$ cat src/rtl/fetch_stage_pkg.sv
// Shared constants and the IF/ID payload type for the fetch stage.
package fetch_stage_pkg;

    localparam int unsigned INSTR_W = 32;
    localparam int unsigned CNT_W   = 4;

    localparam logic [INSTR_W-1:0] DEFAULT_RESET_PC  = 32'h0000_0000;
    localparam logic [INSTR_W-1:0] DEFAULT_NOP_INSTR = 32'h0000_0000;

    typedef struct packed {
        logic [INSTR_W-1:0] pc4;
        logic [INSTR_W-1:0] instr;
        logic               valid;
    } if_id_t;

endpackage

$ cat src/rtl/if_id_reg.sv
// Pipeline stage register with write enable and flush-to-bubble.
module if_id_reg
    import fetch_stage_pkg::*;
#(
    parameter logic [INSTR_W-1:0] NOP_INSTR = DEFAULT_NOP_INSTR
) (
    input  logic   clk,
    input  logic   reset,
    input  logic   we,
    input  logic   flush,
    input  if_id_t d,
    output if_id_t q
);

    // Flush wins over a stalled write so a bubble is always inserted.
    always_ff @(posedge clk) begin
        if (reset) begin
            q <= '{pc4: '0, instr: NOP_INSTR, valid: 1'b0};
        end else if (flush) begin
            q <= '{pc4: d.pc4, instr: NOP_INSTR, valid: 1'b0};
        end else if (we) begin
            q <= d;
        end
    end

endmodule

$ cat src/rtl/fetch_stage.sv
// Instruction fetch: PC register, PC+4 adder, post-reset init window and IF/ID register.
module fetch_stage
    import fetch_stage_pkg::*;
#(
    parameter logic [INSTR_W-1:0] RESET_PC    = DEFAULT_RESET_PC,
    parameter int unsigned        INIT_CYCLES = 4,
    parameter logic [INSTR_W-1:0] NOP_INSTR   = DEFAULT_NOP_INSTR
) (
    input  logic               clk,
    input  logic               reset,
    input  logic               PCWrite,
    input  logic               IIWrite,
    input  logic               flush,
    input  logic               PCSrc,
    input  logic [INSTR_W-1:0] BranchTarget,
    input  logic [INSTR_W-1:0] IMemData,
    output logic [INSTR_W-1:0] IMemAddr,
    output logic [INSTR_W-1:0] II_PC4,
    output logic [INSTR_W-1:0] II_Instr,
    output logic               II_Valid,
    output logic               initi
);

    logic [INSTR_W-1:0] pc;
    logic [INSTR_W-1:0] pc_plus4;
    logic [CNT_W-1:0]   init_cnt;
    if_id_t             if_id_d;
    if_id_t             if_id_q;

    assign pc_plus4 = pc + INSTR_W'(4);
    assign IMemAddr = pc;

    // Flush holds the PC so the fall-through at branch+4 survives a not-taken branch.
    always_ff @(posedge clk) begin
        if (reset) begin
            pc <= RESET_PC;
        end else if (PCSrc) begin
            pc <= BranchTarget;
        end else if (flush) begin
            pc <= pc;
        end else if (PCWrite) begin
            pc <= pc_plus4;
        end
    end

    // initi follows the pre-decrement count, giving INIT_CYCLES high cycles after release.
    always_ff @(posedge clk) begin
        if (reset) begin
            init_cnt <= CNT_W'(INIT_CYCLES);
            initi    <= 1'b1;
        end else begin
            initi <= (init_cnt != '0);
            if (init_cnt != '0) begin
                init_cnt <= init_cnt - CNT_W'(1);
            end
        end
    end

    assign if_id_d = '{pc4: pc_plus4, instr: IMemData, valid: 1'b1};

    if_id_reg #(
        .NOP_INSTR(NOP_INSTR)
    ) u_if_id_reg (
        .clk  (clk),
        .reset(reset),
        .we   (IIWrite),
        .flush(PCSrc | flush),
        .d    (if_id_d),
        .q    (if_id_q)
    );

    assign II_PC4   = if_id_q.pc4;
    assign II_Instr = if_id_q.instr;
    assign II_Valid = if_id_q.valid;

endmodule

$ cat config.mk
export PLATFORM = sky130hd
export DESIGN_NAME = fetch_stage
export DESIGN_NICKNAME = d
export VERILOG_FILES = /design/src/rtl/fetch_stage_pkg.sv /design/src/rtl/if_id_reg.sv /design/src/rtl/fetch_stage.sv
export SDC_FILE = /design/constraint.sdc
export NUM_CORES = 1
export LEC_CHECK = 0
export ABC_AREA = 1
export BUFFER_PORTS_ARGS = -buffer_cell sky130_fd_sc_hd__buf_2
export CAP_MARGIN = 25
export CELL_PAD_IN_SITES_DETAIL_PLACEMENT = 0
export CELL_PAD_IN_SITES_GLOBAL_PLACEMENT = 1
export CORE_MARGIN = 5
export CORE_UTILIZATION = 37
export CTS_CLUSTER_SIZE = 24
export DETAILED_ROUTE_END_ITERATION = 6
export PLACE_DENSITY_LB_ADDON = 0.12
export SLEW_MARGIN = 30
export SYNTH_ARGS = -nofsm -noshare
export SYNTH_HDL_FRONTEND = slang
export SYNTH_SLANG_ARGS = --single-unit
export TNS_END_PERCENT = 5
$ cat constraint.sdc
create_clock -name clk -period 3.9 [get_ports clk]
set_input_delay 0.585 -clock clk [delete_from_list [all_inputs] [get_ports clk]]
set_output_delay 0.585 -clock clk [all_outputs]
set_load 0.05 [all_outputs]
Word-level counts from Yosys, hierarchy flattened
Cells that the tools add are included.
Word-level totals
  output and inout port bits: 98
  logic and storage cells: 20
  register bits after elaboration: 102
  bits of input ports: 70
Operators by class
  add/subtract/negate cells: 2
  equal/unequal tests: 1
  bitwise gates (word level): 1
  multiplexer cells: 5
  reductions and logical operators: 5
Operator list (count)
  two-way mux 65 bit: 2
  two-way mux 32 bit: 3
  adder 32 x 3 -> 32 bit (second input constant): 1
  nonzero test 2 bit: 2
  nonzero test 4 bit: 1
  subtractor 4 x 1 -> 4 bit (second input constant): 1
  != test 2 x 1 -> 1 bit (second input constant): 1
  AND reduction 2 bit: 1
  OR reduction 2 bit: 1
  OR 1 bit: 1

Depth between registers and ports, before layout
Gate-level depths: netlist of run 1.
  depth in word-level cells: 4
  mapped depth: 10

Modules after synthesis
From an unflattened synthesis of run 1, not the netlist that was laid out.
Unflattened totals
  cell total of the unflattened synthesis: 744
  area, all modules: 5104.9 um^2
Modules (own cells, without submodules)
  if_id_reg: sequential area each 1301.2 um^2, area each 2620.0 um^2, cells each 348, instances 1
  fetch_stage: sequential area each 740.7 um^2, area each 2484.9 um^2, cells each 396, instances 1

Worst setup path before layout of run 1
No wires, ideal clock.
  path type: register to register
  from: reg pc[2], in the netlist IMemAddr[2]
  to: reg pc[20], in the netlist IMemAddr[20]
  path buffers: 0
  library setup time: 0.129 ns
  arrival: 1.784 ns
  stages on the path, launching flop included: 11
  setup slack: 1.987 ns
  cell sequence: dfxtp_1 -> ha_1 -> nand2_1 -> nor2_2 -> nand2_4 -> nor2_8 -> nand2_1 -> nand2_1 -> nand2_1 -> a21oi_1 -> nor2_1
On the way
  longest elaborated chain between the ends: 4
Ends and longest elaborated chain
  from (decl): line fetch_stage.sv:24  | logic [INSTR_W-1:0] pc;
  from (signal assigned): line fetch_stage.sv:38  | pc <= BranchTarget;
  from (signal assigned): line fetch_stage.sv:40  | pc <= pc;
  from (signal assigned): line fetch_stage.sv:42  | pc <= pc_plus4;
  adder 32 x 3 -> 32 bit: line fetch_stage.sv:30  | assign pc_plus4 = pc + INSTR_W'(4);
  two-way mux 32 bit: line fetch_stage.sv:41  | end else if (PCWrite) begin
  two-way mux 32 bit: line fetch_stage.sv:39  | end else if (flush) begin
  two-way mux 32 bit: line fetch_stage.sv:37  | end else if (PCSrc) begin
No other way between the ends. The select of a mux whose other input is x is not followed.
A chain may end at the register's enable or synchronous reset.

Worst setup path after layout of run 1
  from: in IIWrite
  to: reg u_if_id_reg.q[50] in the netlist's numbering
On the way
  longest elaborated chain between the ends: 1
Ends and longest elaborated chain
  from (decl): line fetch_stage.sv:12  | input logic IIWrite,
  nonzero test 2 bit (no line)
  to (signal assigned): line if_id_reg.sv:18  | q <= '{pc4: '0, instr: NOP_INSTR, valid: 1'b0};
  to (signal assigned): line if_id_reg.sv:20  | q <= '{pc4: d.pc4, instr: NOP_INSTR, valid: 1'b0};
  to (decl): line if_id_reg.sv:12  | output if_id_t q
No other way between the ends.

==> results.md, run 1 <==
- CTS placed an instance of clkbuf_16 at the clock tree root.
- The first-pass iteration count of the detailed router is 4.
- The leakage power total is slightly above 3 nW.
- The count of input and output buffers is ~170.
- The synthesized net count is 759.
- The reg-to-reg critical path startpoint is IMemAddr[2].
- The largest fanout of any net on the critical path is 34.
- The maximum clock frequency is around 0.43 GHz.
- Counting flops and latches in the post-synthesis netlist gives 102.
- The number of remaining DRC errors is 0.
- Summing the sequential cell areas from Yosys gives between 40% and 50% of the chip area.
- The die covers roughly 15000 um^2.
- The worst clock skew is 0.007930 ns.
- For this run, the leading register cell type out of synthesis is dfxtp_1.
- The worst-case IR drop observed on VDD is between 0.00015 and 0.0002 V.
- The clock period minus final worst setup slack is roughly 2.3 ns.
- The reg-to-reg endpoint is IMemAddr[16].
- 0 antenna diodes ended up in the layout.
- The sum of routed wire segments on met1 is 7064 um.
- Leaving out fill and tap cells, the most frequent cell in the layout is nand2_1.
- The number of buffers between clock root and the deepest sink is 2.
- After clock tree synthesis, the flow added hold-fix buffers numbering 0.
- The transition time at the pin with the least slew margin is between 0.6 and 0.7 ns.
- The clock transition at the registers of the reported paths is roughly 0.07 ns.
- The average wire length per cell after detail routing is roughly 14 um.
- Of the available clock period, the critical path in the final layout requires around 60%.
- The startpoint kind of the worst setup timing path is an input pin.
- The highest layer used for signal routing is met4.
- Once the floorplan was initialized, standard cells occupied between 30% and 40% of the core.
- The headroom to the max-slew limit is a little over half.
- The number of non-filler instances in the completed layout is just over 1k.
- The growth of design area from synthesis to finish is 26.00%.
- The post-cts sizing count is 0.
- The cell count after placement is 997.
- Across the run, the number of max-cap violations was 0.
- The congestion estimate from routability-driven global placement came to between 0.8 and 0.9.
- Summed over all failing endpoints, the final setup total negative slack is 0 ns.
- During I/O placement, the number of pins put on the boundary was roughly 170.
- STA classifies the critical path endpoint as a register.
- Detailed routing placed a total of approximately 6500 um of wire on met2.
- In the final layout, the multi-input gates occupy roughly 2300 um^2.
- Yosys mapped the design onto 26 distinct sky130hd cell types.
- The detailed-routed wire length on met3 is approximately 890 um.
- The count of cells along the worst register-to-register path is 7.
- In this run, the number of DRC markers left after iteration 0 of detailed routing was 241.
- From left edge to right edge, the die measures ~120 um.
- The first global-routing pass estimated roughly 22000 um of wire.
- The number of cells traversed by the worst hold path is 3.
- The share of async-settable or async-resettable flops after synthesis is 0%.
- The placement row count is between 40 and 50.
- Yosys mapped a number of flops with a built-in enable equal to 0.
- Summed over all nets, the half-perimeter wirelength after detailed placement is between 10000 and 15000 um.
- The via count of the first global-routing pass came to approximately 4.5k.
- The origin of the worst min-delay path is BranchTarget[1].
- From bottom edge to top edge, the die measures ~120 um.
- The number of fill cells in the layout is around 1.4k.
- The insertion delay to the later sink of the worst-skew pair is between 0.3 and 0.4 ns.
- The number of clock buffers inserted by TritonCTS is 9.
- For this design the ratio of total power to cell area is roughly 420 nW/um^2.
- The net count of the finished layout is 909.
- For this block, the via count after detailed routing is about 4.7k.
- The flow ran to the end, and the final reports show no timing, DRC or antenna violations.
- The number of buffers inserted to repair setup after CTS is 0.
- The total core area is between 10000 and 15000 um^2.
- The required time of the critical path is ~4.1 ns.
- Summing every instance area after synthesis gives 4798 um^2.
- The category of the critical setup timing path is input pin to register.
- At the worst endpoint, the arrival time is around 2.6 ns.
- The count of clock tree sinks is between 100 and 150.
- The mean instance size in the synthesized netlist is about 7.0 um^2.
- The initial antenna violation count was 0.
- The number of hold-slack violations in the final timing report is 0.
- The min-delay analysis places its worst path in the category input pin to register.
- The final number of setup-violating endpoints is 0.
- The number of max-slew violations in the final report was 0.
- The overall overflow remaining after global route is 0.
- Across the whole layout, storage elements account for about 2000 um^2.
- Leaving out fill and tap cells, the most frequent cells in the layout are nand2_1, buf_2, dfxtp_1.
- For flop-to-flop paths, the worst setup slack is 1.94 ns.
- The path with the worst hold slack has its endpoint at IMemAddr[1].
- The routed design has between 10000 and 15000 um of wire.
- The maximum level of the CTS H-tree is 3.
- Dividing the detail-routed via count by the number of cells gives approximately 4.7.
- The maximum number of pins on one net before global-route repair is 39.
- TritonCTS built the clock tree.
- The post-route netlist has between 20% and 30% of its cells at a drive strength greater than 1.
- In the synthesized netlist, the number of instances is 686.
- Yosys printed 0 warnings.
- The number of nets with antenna violations after detailed routing is 0.
- Setup repair after global routing left no endpoint under its margin.
- Global routing used 18.62% of the available tracks.
==> cell type report <==
type | count | area share (%)
inverter | 80 | 4.967
clock inverter | 5 | 0.6623
tap | 172 | 3.560
timing repair buffer | 171 | 14.32
multi-input combinational | 472 | 38.53
clock buffer | 11 | 4.180
sequential | 102 | 33.77
==> report_power, final <==
| part | total [mW] | switching, mW | internal (mW) |
|---|---|---|---|
| Sequential | 1.15 | 0.0490 | 1.11 |
| Combinational | 0.477 | 0.339 | 0.138 |
| Clock | 0.894 | 0.420 | 0.474 |
==> routing by layer <==
metal  track usage (%)  vias to the layer above
met2             28.49                      129
met1             26.05                     2150
met4             6.021                        0
li1                  -                     2456
met3             4.087                       13
met5                 0                        -
==> cell usage after synthesis (2+ instances only) <==
cell | number | area [um^2]
nand2_2 | 3 | 18.77
nand2_1 | 207 | 777.0
nor2_4 | 6 | 67.56
clkbuf_1 | 23 | 86.33
a22o_1 | 6 | 52.55
xor2_1 | 7 | 61.31
nand3_1 | 19 | 95.09
a22oi_1 | 2 | 15.01
a21oi_2 | 2 | 17.52
o21bai_1 | 28 | 210.2
nor2_2 | 6 | 37.54
buf_2 | 9 | 45.04
inv_1 | 75 | 281.5
o21ai_0 | 51 | 255.2
nor2_1 | 58 | 217.7
dfxtp_1 | 102 | 2042
a21oi_1 | 55 | 275.3
xor2_2 | 4 | 65.06
ha_1 | 3 | 37.54
inv_2 | 5 | 18.77
xnor2_1 | 4 | 35.03
a31oi_1 | 7 | 43.79
==> how the worst max path moves through the flow <==
stage,cells after the start,start,to,slack [ns]
detailed placement,7,IIWrite,u_if_id_reg.q[37],0.88
finish,7,IIWrite,u_if_id_reg.q[50],1.58
CTS,7,IIWrite,u_if_id_reg.q[37],1.26
floorplan,10,IMemAddr[2],IMemAddr[20],1.99
global route,7,IIWrite,u_if_id_reg.q[50],1.37
global placement,7,IIWrite,u_if_id_reg.q[37],0.93
==> cells by family (layout without fill, tap and decap cells) <==
logic type               Yosys count  after routing  synth area share [%]
buffers and inverters            112            267                 8.996
flip-flops                       102            102                 42.56
adder cells (fa/ha/maj)            3              3                0.7824
AND/OR/NAND/NOR                  301            301                 25.95
XOR/XNOR                          15             15                 3.364
AO/OA/AOI/OAI                    153            153                 18.36
==> sequential cells by signal, summed over array words and instances, names as in the netlist <==
| signal | count |
|---|---|
| u_if_id_reg.q | 65 |
| IMemAddr | 32 |
| init_cnt | 4 |
| initi | 1 |
==> metrics by stage <==
| step | hold WS [ns] | util (%) | setup slack, ns | instance area [um^2] | total power, mW |
|---|---|---|---|---|---|
| floorplan | 0.4455 | - | 1.987 | 4798 | 1.519 |
| global placement | 0.4475 | 45.38 | 0.9287 | 5751 | 1.649 |
| detailed placement | 0.4499 | 45.40 | 0.8763 | 5753 | 1.656 |
| CTS | 0.4471 | 47.71 | 1.259 | 6046 | 2.550 |
| global route | 0.4733 | 47.71 | 1.375 | 6046 | 2.636 |
| finish | 0.4541 | 47.71 | 1.579 | 6046 | 2.525 |
==> critical path, stage by stage <==
cell and delay, ns:
buf_2 0.47, inv_2 0.40, nand2_1 0.15, buf_4 0.33
inv_2 0.33, o21bai_1 0.23, inv_1 0.05
Power figures use the tool's default switching activity.
==> run 2: changes to the inputs <==
Settings changed: CORE_UTILIZATION 37 to 35.
Clock period 3.9 ns to 2.3 ns, I/O delays scaled along.
==> results.md, run 2 (synthesized netlist as in run 1, its figures left out) <==
- The run finished with clean final reports.
- Walking the worst path, the cells encountered are ha_1 -> nand3_1 -> nor2_1 -> nand3_1 -> xor2_1 -> nand2_1 -> a21oi_1.
- The clock period could shrink to between 1.5 and 2 ns.
- The buffer and inverter count on the worst path is 0.
- Before CTS, the worst setup slack after placement is approximately 0.43 ns.
- The clock passes through at most 2 buffers.
- Setup repair after global routing left no endpoint under its margin.
- The type of the worst min-delay path is input pin to register.
- The first-pass GRT wire length is 23490 um.
- The worst setup path is launched from a register.
- The final-layout worst hold slack is ~0.23 ns.
- The register with the most flip-flops in the layout has 65 of them.
- The first-pass iteration count of the detailed router is 5.
- The kind of end point of the critical path is a register.
- After filler insertion, the fill cell instance count of the layout stands at about 1.4k.
- In this run, post-CTS repair resized a total of 0 instances.
- For the worst setup path, the data required time is ~2.6 ns.
- The count of nets left with antenna violations once routing finished came out at 0.
- The maximum level of the CTS H-tree is 3.
- The overall overflow remaining after global route is 0.
- In the layout the commonest cells are nand2_1, buf_2, dfxtp_1.
- The most common cell after layout, fill and taps aside is nand2_1.
- The cell type group with the largest total delay on the critical path is simple AND/OR/NAND/NOR gates.
- TritonCTS built the clock tree.
- The data arrival at the endpoint of the critical path is 2.17 ns.
- The number of setup buffers added after CTS is 0.
- At the later pin of the worst-skew pair, clock insertion delay measures 0.35 ns.
- IR analysis of the VDD net gives a maximum drop of just over 0.0003 V.
- Using the TritonRoute via totals, the vias-per-cell ratio works out to roughly 4.7.
- In this run the tool buffered the top-level ports with 167 buffer cells.
- On the worst path, the slowest cell contributes a delay of ~0.45 ns.
- In this run the critical register-to-register path is captured at IMemAddr[16].
- The area of the die is ~16000 um^2.
- Detailed placement finished with a half-perimeter wire length of 11290 um.
- The maximum clock frequency is between 0.5 and 0.6 GHz.
- For this design the top-level I/O count stands at about 170.
- The worst pin sits at a relative slew slack of a little under three quarters.
- Summing all flip-flop and latch instances after layout gives 2042 um^2.
- The repair_antennas step left the layout with diodes totalling 0.
- The clock root buffer is clkbuf_16.
- The number of hold-slack violations in the final timing report is 0.
- For hold timing, the worst endpoint is IMemAddr[0].
- Across the run, the number of max-cap violations was 0.
- The worst clock skew is just over 0.005 ns.
- After floorplanning, the core was sized to cover about 13000 um^2.
- The cell occurring most often along the worst timing path is nand3_1.
- For this run, the post-layout net count is 916.
- The maximum number of pins on one net before global-route repair is 35.
- For the pin with the worst max-slew slack, the measured transition is approximately 0.42 ns.
- Excluding fillers, the count of instances in the completed layout stands at between 1k and 1.5k.
- The number of gates on the worst path with buffers counted is 7.
- In the routed design, unresolved DRC markers number 0.
- The origin of the worst min-delay path is BranchTarget[0].
- The first routing iteration left ~180 violations.
- The vertical extent of the die is between 100 and 150 um.
- Row generation in the floorplan step produced 42 rows.
- Dividing the detail-routed wire length by the instance count gives 14.65 um.
- For this run, the total global-route usage over all layers was measured as 17.92%.
- The reg-to-reg critical path startpoint is IMemAddr[2].
- The clock transition at the registers of the reported paths is 0.07 ns.
- The ratio of total power to cell area is around 700 nW/um^2.
- The category of the critical setup timing path is register to register.
- The growth of design area from synthesis to finish is 27.01%.
- The final number of setup-violating endpoints is 0.
- The final standard cell utilization of the core is between 40% and 50%.
- Routability-driven placement finished with a final weighted congestion of slightly above 0.8.
- The fraction of layout cells with a size suffix above 1 is 26.18%.
- Of all nets on the critical path, the largest fanout is 7.
- The routed layout has 4811 vias.
- For this configuration, the core starts out at a cell density of between 30% and 40%.
- The worst setup slack for register-to-register paths is a little over 0.4 ns.
- Hold repair after CTS inserted 0 buffers.
- The cell count after placement is 1008.
- The initial antenna violation count is 1.
- The via count of the first global-routing pass came to roughly 4.6k.
- The worst hold path was traced through 3 stages.
- The number of max-slew violations in the final report is 0.
- The overall routed net length is 15000 um.
- The die width is ~130 um.
- The share of the clock period used by the worst path is between 80 and 90%.
- The number of clock buffers inserted by TritonCTS is 9.
- More flip-flops sit in one register than any other, and that register is u_if_id_reg.q.
- The count of clock tree sinks is 102.
- Summed over all failing endpoints, the final setup total negative slack is 0 ns.
- The largest individual stage delay along the critical path comes from the cell dfxtp_1.
- In this run the static leakage power is between 3 and 4 nW.
- The final worst-path setup slack is between 0.4 and 0.5 ns.
- In the final layout, the multi-input gates occupy between 2000 and 2500 um^2.
- The count of cells along the worst register-to-register path is 7.
==> run 2: changes by cell type in the layout (fill, tap and decap cells not counted) <==
cell | before | now
nand2_1 | 206 | 207
clkinv_4 | 2 | 1
buf_4 | 4 | 11
inv_6 | 2 | 1
clkbuf_1 | 0 | 1
clkinvlp_4 | 0 | 1
inv_1 | 74 | 75
nand2_2 | 4 | 3
inv_2 | 6 | 5
==> run 2: power breakdown <==
part / switching [mW] / internal [mW] / leakage, nW
combinational: 0.578 / 0.240 / 2.11
clock: 0.691 / 0.799 / 0.139
sequential: 0.0821 / 1.87 / 0.836
total: 1.35 / 2.91 / 3.09
==> run 2: worst min-delay path, stage by stage <==
cell and delay [ns]:
buf_2 0.08, nor2_1 0.04, nor2_1 0.08
==> run 2: per-layer routing <==
layer	up-vias	wire (um)	global-route usage, %
met5	-	7	0
met4	2	144	4.606
met3	14	1240	5.342
met2	136	6786	28.42
met1	2197	6819	23.95
li1	2462	-	-
==> run 2: final cells by class <==
| class | count | share of cell area, % |
|---|---|---|
| Clock buffer | 12 | 4.209 |
| Clock inverter | 4 | 0.4927 |
| Inverter | 80 | 4.927 |
| Multi-Input combinational cell | 472 | 38.19 |
| Sequential cell | 102 | 33.50 |
| Tap cell | 176 | 3.613 |
| Timing Repair Buffer | 178 | 15.07 |
==> run 2: worst max-delay path by stage <==
stage / from / endpoint / slack, ns
after floorplan: IMemAddr[2] / IMemAddr[20] / 0.39
after global placement: IMemAddr[2] / IMemAddr[16] / 0.45
after detailed placement: IMemAddr[2] / IMemAddr[16] / 0.43
after CTS: IMemAddr[2] / IMemAddr[16] / 0.42
after global routing: IMemAddr[2] / u_if_id_reg.q[49] / 0.24
final: IMemAddr[2] / IMemAddr[16] / 0.41
==> run 2: per-stage QoR <==
| stage | power [mW] | cell area [um^2] |
|---|---|---|
| 2_1_floorplan | 2.575 | 4798 |
| 3_3_place_gp | 2.805 | 5808 |
| 3_5_place_dp | 2.820 | 5808 |
| 4_1_cts | 4.306 | 6095 |
| 5_1_grt | 4.454 | 6095 |
| 6_report | 4.264 | 6095 |
==> run 3: changes to the inputs <==
Settings changed: CORE_UTILIZATION 35 to 31.
Clock period 2.3 ns to 1.5 ns, I/O delays scaled along.
==> results.md, run 3 (synthesized netlist as in run 1, its figures left out) <==
- The run finished, with violations left.
- The final reports fail on negative setup slack.
- The largest fanout of any net on the critical path is 7.
- STA classifies the critical path endpoint as a register.
- For this run, the detailed router's first-pass iteration total came to 4.
- The origin of the worst min-delay path is BranchTarget[1].
- The total area of multi-input combinational cells is ~2400 um^2.
- The number of hold-slack violations in the final timing report was 0.
- Setup violations remaining at the end of the flow were counted as 1.
- STA classifies the critical path startpoint as a register.
- Across all setup checks in the final design, the least slack found is -0.01884 ns.
- The floorplan step defined a die boundary enclosing around 18000 um^2.
- The overall routed net length is between 15000 and 20000 um.
- After detailed routing, the number of remaining DRC violations is 0.
- The via count of the first global-routing pass came to 4772.
- In the final layout, flip-flops and latches occupy ~2100 um^2.
- Cells with a size suffix above 1 make up between 30% and 40% of the layout.
- In this run the tool buffered the top-level ports with about 170 buffer cells.
- The maximum clock frequency is 0.6584 GHz.
- The growth of design area from synthesis to finish is 35.36%.
- The clock reaches the later pin of the worst-skew pair after around 0.35 ns.
- The final standard cell utilization of the core is a little over two fifths.
- For the pin with the worst max-slew slack, the measured transition is 0.4194 ns.
- The hold-critical path endpoint is IMemAddr[1].
- For the worst flop-to-flop path, the logic depth is 10.
- The reg-to-reg endpoint is IMemAddr[22].
- The DRC violation total after the first TritonRoute iteration is between 200 and 250.
- The data arrival at the endpoint of the critical path is 1.80 ns.
- The maximum level of the CTS H-tree is 3.
- In the layout the commonest cells are nand2_1, buf_2, dfxtp_1.
- The clock period minus final worst setup slack is 1.519 ns.
- The ratio of total power to cell area is 1047 nW/um^2.
- The number of cells traversed by the worst hold path is 3.
- The overall overflow remaining after global route is 0.
- Setup repair after global routing could not meet its margin everywhere.
- The die width is roughly 130 um.
- The most common cell after layout, fill and taps aside is nand2_1.
- Entering global routing, the biggest net connects 34 pins.
- The effective utilization at floorplan is a little under a third.
- The number of max-slew violations in the final report is 0.
- The total core area is between 15000 and 20000 um^2.
- The clock passes through at most 2 buffers.
- The largest vdd supply drop is 0.0005868 V.
- The number of nets with antenna violations after detailed routing is 0.
- The leakage power total is 3.261 nW.
- The post-place setup slack is -0.05007 ns.
- In this run, CTS created clock tree buffers numbering 9.
- The first-pass GRT wire length is about 26000 um.
- The type of the worst min-delay path is input pin to register.
- The total via count after detailed routing is roughly 4.9k.
- TritonCTS built the clock tree.
- The count of pins on the block boundary is around 170.
- The initial antenna violation count is 1.
- Dividing the detail-routed wire length by the instance count gives roughly 15 um.
- For this run, the total global-route usage over all layers was measured as 17.80%.
- The worst clock skew is roughly 0.0085 ns.
- The worst setup path is of the register to register kind.
- The most flop-heavy register is u_if_id_reg.q.
- The vertical extent of the die is 134.4 um.
- The clock transition at the registers of the reported paths is ~0.07 ns.
- Once detailed placement completed, the half-perimeter wirelength came to around 12000 um.
- The total of hold buffers inserted after clock tree synthesis is 0.
- The number of antenna diodes in the final layout is 0.
- The count of clock tree sinks is around 100.
- The total negative slack is -0.01884 ns.
- The headroom to the max-slew limit is approximately 72%.
- The via-per-instance ratio is about 4.6.
- The share of the clock period used by the worst path is 101.3%.
- The floorplan has 45 rows.
- Max-cap violations in this run came to 0.
- The cell sitting at the root of the clock tree is a clkbuf_16.
- The required time of the critical path is between 1.5 and 2 ns.
- The flip-flop count of the largest register after layout is 65.
- Across all register-to-register paths, the minimum setup slack is -0.02 ns.
- The net count of the finished layout is approximately 940.
- The number of fill cells in the layout is roughly 1.6k.
- The reg-to-reg critical path startpoint is IMemAddr[2].
- At the end of routability-driven placement, the weighted congestion stood at about 0.84.
==> run 3: cell count changes in the layout (fill, tap and decap cells not counted), moves of 7 or more <==
cell     change
nand2_1      -9
nand2_2      +7
dfxtp_1     -24
buf_4       +20
dfxtp_4      +8
dfxtp_2     +16
==> run 3: cell type report <==
class	instances	share of cell area, %
Sequential cell	102	32.21
Clock inverter	4	0.8284
Clock buffer	11	3.911
Multi-Input combinational cell	472	37.57
Tap cell	188	3.622
Inverter	80	4.623
Timing Repair Buffer	201	17.24
==> run 3: per-layer routing <==
metal	GRT usage (%)	routed length, um	vias to the layer above
met4	5.826	281	2
li1	-	-	2517
met1	23.56	7509	2203
met3	5.589	1220	19
met2	27.63	7118	125
met5	0	7	-
==> run 3: per-stage QoR <==
stage | cells | instance area, um^2 | power, mW | hold WS, ns
floorplan | 686 | 4850 | 3.957 | 0.3595
global placement | 1038 | 6022 | 4.370 | 0.4455
detailed placement | 1038 | 6022 | 4.381 | 0.4519
CTS | 1053 | 6337 | 6.878 | 0.09264
global route | 1058 | 6495 | 7.123 | 0.1045
finish | 1058 | 6495 | 6.799 | 0.09766
==> run 3: report_power, final <==
| group | switching (mW) | internal (mW) |
|---|---|---|
| Combinational | 0.919 | 0.407 |
| Sequential | 0.121 | 2.87 |
| Clock | 1.08 | 1.39 |
| Total | 2.12 | 4.68 |
==> run 3: repair_timing <==
item | 4_1_cts | 5_1_grt
pin swaps | 0 | 12
endpoints found under the setup margin | 7 | 38
setup buffers | 0 | 5
gates resized for setup | 2 | 33
==> run 3: worst max path at each step <==
stage	from	to	slack [ns]	cells after the start
after CTS	IMemAddr[10]	u_if_id_reg.q[64]	-0.02	9
after detailed placement	IMemAddr[2]	IMemAddr[8]	-0.05	7
final	IMemAddr[2]	IMemAddr[22]	-0.02	10
after floorplan	IMemAddr[23]	u_if_id_reg.q[57]	-0.05	9
after global routing	IMemAddr[3]	IMemAddr[20]	-0.07	10
after global placement	IMemAddr[5]	u_if_id_reg.q[64]	-0.05	9
==> run 3: worst max-delay path, stage by stage, from the launching register on <==
cell and delay, ns:
dfxtp_4 0.39, ha_4 0.16, nand2_4 0.05, nor2_4 0.10, nand2_4 0.11, nor2_8 0.19, buf_4 0.13, nand3_1 0.06
nand2_1 0.09, a21oi_1 0.07, nor2_1 0.10
